File: src/rtl/commit_unit.sv
// commit_unit: in-order retirement stage behind the reorder buffer.
// Each ROB head entry gets exactly one action: a register-file write, a store
// to data memory with a req/ack handshake, or a precise exception (flush,
// EPC capture and redirect to the exception vector).
module commit_unit #(
    parameter logic [31:0] EXC_VECTOR = 32'h0000_0180,
    parameter int          CNT_W      = 32
) (
    input  logic             clk,
    input  logic             rst_n,
    input  logic             stall,
    input  logic             rob_valid,
    input  logic [31:0]      rob_val,
    input  logic [4:0]       rob_rd,
    input  logic             rob_store,
    input  logic [31:0]      rob_addr,
    input  logic             rob_ex,
    input  logic [31:0]      rob_pc,
    output logic             rob_pop,
    output logic             rf_we,
    output logic [4:0]       rf_waddr,
    output logic [31:0]      rf_wdata,
    output logic             mem_req,
    output logic [31:0]      mem_addr,
    output logic [31:0]      mem_wdata,
    input  logic             mem_ack,
    output logic             flush,
    output logic [31:0]      epc,
    output logic [31:0]      redirect_pc,
    output logic [CNT_W-1:0] retired
);

    typedef enum logic [1:0] {
        RUN        = 2'd0,
        STORE_WAIT = 2'd1,
        FLUSH      = 2'd2
    } state_t;

    state_t state, state_nxt;

    // One-hot action strobes for the current cycle.
    logic take_ex;   // excepting entry accepted
    logic take_st;   // store entry accepted, handshake starts next cycle
    logic take_wr;   // register-write entry retired
    logic st_done;   // store acknowledged, entry retired

    // State register.
    always_ff @(posedge clk or negedge rst_n) begin
        if (!rst_n) state <= RUN;
        else        state <= state_nxt;
    end

    // Next-state, action decode and the combinational ROB pop.
    always_comb begin
        state_nxt = state;
        take_ex   = 1'b0;
        take_st   = 1'b0;
        take_wr   = 1'b0;
        st_done   = 1'b0;
        rob_pop   = 1'b0;
        case (state)
            RUN: begin
                if (rob_valid && !stall) begin
                    if (rob_ex) begin
                        take_ex   = 1'b1;
                        rob_pop   = 1'b1;
                        state_nxt = FLUSH;
                    end else if (rob_store) begin
                        // Store is popped only once memory accepts it.
                        take_st   = 1'b1;
                        state_nxt = STORE_WAIT;
                    end else begin
                        take_wr   = 1'b1;
                        rob_pop   = 1'b1;
                    end
                end
            end
            STORE_WAIT: begin
                // Not abortable: stall has no effect here.
                if (mem_ack) begin
                    st_done   = 1'b1;
                    rob_pop   = 1'b1;
                    state_nxt = RUN;
                end
            end
            FLUSH: begin
                // ROB inputs ignored for the flush cycle.
                state_nxt = RUN;
            end
            default: state_nxt = RUN;
        endcase
        // Nothing is consumed while held in reset.
        if (!rst_n) rob_pop = 1'b0;
    end

    // Register-file write port: single-cycle pulse, r0 writes suppressed.
    always_ff @(posedge clk or negedge rst_n) begin
        if (!rst_n) begin
            rf_we    <= 1'b0;
            rf_waddr <= 5'd0;
            rf_wdata <= 32'd0;
        end else begin
            rf_we <= take_wr && (rob_rd != 5'd0);
            if (take_wr) begin
                rf_waddr <= rob_rd;
                rf_wdata <= rob_val;
            end
        end
    end

    // Store request: address/data captured at acceptance and held until ack.
    always_ff @(posedge clk or negedge rst_n) begin
        if (!rst_n) begin
            mem_req   <= 1'b0;
            mem_addr  <= 32'd0;
            mem_wdata <= 32'd0;
        end else if (take_st) begin
            mem_req   <= 1'b1;
            mem_addr  <= rob_addr;
            mem_wdata <= rob_val;
        end else if (st_done) begin
            mem_req   <= 1'b0;
        end
    end

    // Exception capture: flush pulse coincides with the FLUSH state.
    always_ff @(posedge clk or negedge rst_n) begin
        if (!rst_n) begin
            flush       <= 1'b0;
            epc         <= 32'd0;
            redirect_pc <= 32'd0;
        end else begin
            flush <= take_ex;
            if (take_ex) begin
                epc         <= rob_pc;
                redirect_pc <= EXC_VECTOR;
            end
        end
    end

    // Retired-instruction counter; wraps naturally at 2^CNT_W.
    always_ff @(posedge clk or negedge rst_n) begin
        if (!rst_n)                 retired <= '0;
        else if (take_wr || st_done) retired <= retired + CNT_W'(1);
    end

endmodule

File: config.mk
export PLATFORM = sky130hd
export DESIGN_NAME = commit_unit
export DESIGN_NICKNAME = d
export VERILOG_FILES = /design/src/rtl/commit_unit.sv
export SDC_FILE = /design/constraint.sdc
export NUM_CORES = 1
export LEC_CHECK = 0
export ABC_CLOCK_PERIOD_IN_PS = 2480
export BUFFER_PORTS_ARGS = -buffer_cell sky130_fd_sc_hd__buf_2
export CAP_MARGIN = 20
export CORE_MARGIN = 3
export CORE_UTILIZATION = 47
export CTS_CLUSTER_SIZE = 25
export DETAILED_ROUTE_END_ITERATION = 8
export PLACE_DENSITY = 0.79
export SLEW_MARGIN = 20
export SYNTH_ARGS = -nofsm -noshare
export SYNTH_HDL_FRONTEND = slang
export SYNTH_SLANG_ARGS = --single-unit
export TNS_END_PERCENT = 1
File: constraint.sdc
create_clock -name clk -period 2.48 [get_ports clk]
set_input_delay 0.496 -clock clk [delete_from_list [all_inputs] [get_ports clk]]
set_output_delay 0.496 -clock clk [all_outputs]
set_load 0.05 [all_outputs]
==> metrics.cfg <==
[run_status]
status=finished, final reports clean

[synthesis]
ys_top_cells_by_count=171 x dfrtp_1, 115 x mux2_2, 33 x buf_4
postSynth.asyncResetShare_pct=100
synth_seq_cells=171
synth_top_area_cell=dfrtp_1
synthDistinctLibCells=37
syn_inst=475
synth-warning-count=0
synth_edf_count=0
syn_area_mm2=0.00705
synth_most_common_cell=dfrtp_1
ys_seq_area_share_pct=60.7
synth_ff_type=dfrtp_1
synth_top_area_share_pct=60.7
syn_area_per_cell_um2=14.8
synth_area_leaders=dfrtp_1 61%, mux2_2 18%, mux2_4 4.0%, buf_4 3.5%, xnor2_1 2.1%

[run]
drv_cap=0

[drt]
wl_mm=16.3
drtAntennaViolNets=0
num_vias=4736
post_drt_wl_per_cell_um=17.1
drcViolationCount=0
viasPerCell=4.95
drtPass1Iterations=4
drtIter0Drc=193

[worst_setup_path]
timing.critical_path.depth=4
crit_family=simple AND/OR/NAND/NOR gates
worstSetupPathType=flip-flop to output port
cp-start-kind=flip-flop
path_cells=nor4b_4 -> nand2_1 -> a21boi_1 -> buf_2
r2r_cells=3
crit_path_max_fanout=5
slowest_stage=dfrtp_1
r2r_setup_slack_ns=0.29
crit_buf_inv=1
arrival_ns=1.82
cp.required_ns=1.98
end_kind=output port
slowest_delay_ns=0.45

[placement]
io_buffers=278
place_ws_ns=0.199
dp_hpwl_mm=12.1
place.gp.congestion=0.900

[global_routing]
overflow=0
gr-usage-met3_pct=6.81
grt_pass1_vias=4851
use_met2_pct=32.9
grt_start_max_net_pins=172
track_usage_pct=19.3
grtUsageMet1_pct=23.0
busiest_layer=met2
grt_antenna_before_repair=1
grt_pass1_wl_mm=24.9

[timing]
tightest_slew_ns=0.938
skew_ns=0.00751
slew_headroom_pct=37.5
maxSlewViolCount=0
hold_viol_final=0
setup-violations-final=0
period_share_pct=93.3
rsz0062_at_grt=no
fmax_mhz=432
worst_slack_ns=0.167
fin_crit_ns=2.31
finalSetupTns_ns=0

[clocking]
cts_resized=1
holdBufCountCts=0
insertion_delay_ns=0.42
cts_sinks=171
htree_num_levels=4
cts_root_buffer=clkbuf_16
clockBufferDepth=2
clk_pin_slew_worst_paths_ns=0.07
cts_setup_buffers=0
cts_tree=yes
cts_buffers=17

[die]
die_width_um=128
die_area_mm2=0.0165
ios=309
start_util_pct=48.3
die_h_um=128
placementRows=44
core_mm2=0.0146

[power_and_ir_drop]
vdd_drop_max_mv=0.583
leakagePower_uw=0.00470
power.density_mw_per_mm2=1110

[layout]
drive_gt1_share_pct=59.8
nets=867
area_growth_pct=29.3
postLayoutCoreUtil_pct=62.5

[min_path]
min-delay-path-class=input port to async pin

==> where the power goes <==
part | leakage [µW] | total (µW) | internal [µW] | switching, µW
sequential | 0.00211 | 3690 | 3370 | 324
clock | 0.000301 | 2740 | 1650 | 1100
combinational | 0.00229 | 3720 | 952 | 2760
total | 0.00470 | 10200 | 5970 | 4190
==> flip-flops by register name, summed over array words and instances, names as in the netlist <==
register and cells:
state 2, rf_we 1, mem_wdata 32, flush 1, rf_wdata 32, rf_waddr 5, epc 32, mem_addr 32
redirect_pc 1, mem_req 1, retired 32
==> routing by layer <==
layer,wire length (µm),vias up,part of all wire (%)
met5,13,-,0.080
met4,230,2,1.4
met3,1390,22,8.5
met2,8360,191,51
met1,6320,2354,39
li1,-,2167,-
==> layout by cell type, fill, tap and decap left out, types with 3 or more instances in the layout <==
| cell type | Yosys | layout |
|---|---|---|
| and2_1 | 7 | 7 |
| and3_1 | 4 | 4 |
| buf_2 | 4 | 277 |
| buf_4 | 33 | 3 |
| bufinv_16 | 0 | 3 |
| clkbuf_16 | 0 | 17 |
| clkinv_2 | 0 | 3 |
| clkinv_4 | 0 | 3 |
| conb_1 | 1 | 30 |
| dfrtp_1 | 171 | 171 |
| inv_1 | 5 | 5 |
| mux2_2 | 115 | 115 |
| mux2_4 | 19 | 19 |
| nand2_1 | 13 | 13 |
| nand3_1 | 14 | 14 |
| nand4_1 | 8 | 8 |
| nor2_1 | 8 | 8 |
| nor3_1 | 8 | 8 |
| xnor2_1 | 17 | 17 |
| xor2_1 | 14 | 14 |
==> worst paths after layout <==
check	from	endpoint
setup / recovery	state[0]	rob_pop
hold / removal	rst_n	retired[25]
setup reg to reg	state[0]	rf_wdata[26]
hold reg to reg	retired[31]	retired[31]
max in group asynchronous	rst_n	mem_wdata[22]
min in group clk	rob_pc[25]	epc[25]
==> stage by stage <==
step                std cells  power (µW)  cell area, µm²  hold slack, ns
global placement          923        7390            8480           0.446
floorplan                 504        6540            7160           0.200
detailed placement        923        7480            8480           0.466
finish                    956       10200            9110           0.203
CTS                       955       10200            9100           0.283
global route              955       10600            9110           0.283
==> cell type report <==
cell class | instances | area (µm²)
antenna | 1 | 2.50
inverter | 5 | 18.8
multi-input combinational | 280 | 2500
tap | 184 | 230
sequential | 171 | 4280
fill | 1131 | 5470
clock buffer | 19 | 453
timing repair buffer | 283 | 1460
clock inverter | 13 | 166
==> cells by family after synthesis <==
logic type      share of synthesized area (%)
compound gates                          0.728
xor+xnor                                 3.85
fa+ha+maj                               0.177
buf+inv                                  5.50
flops                                    60.7
mux                                      22.4
other cells                            0.0532
simple gates                             6.55
Note: power is estimated with default switching activity, not from simulation.
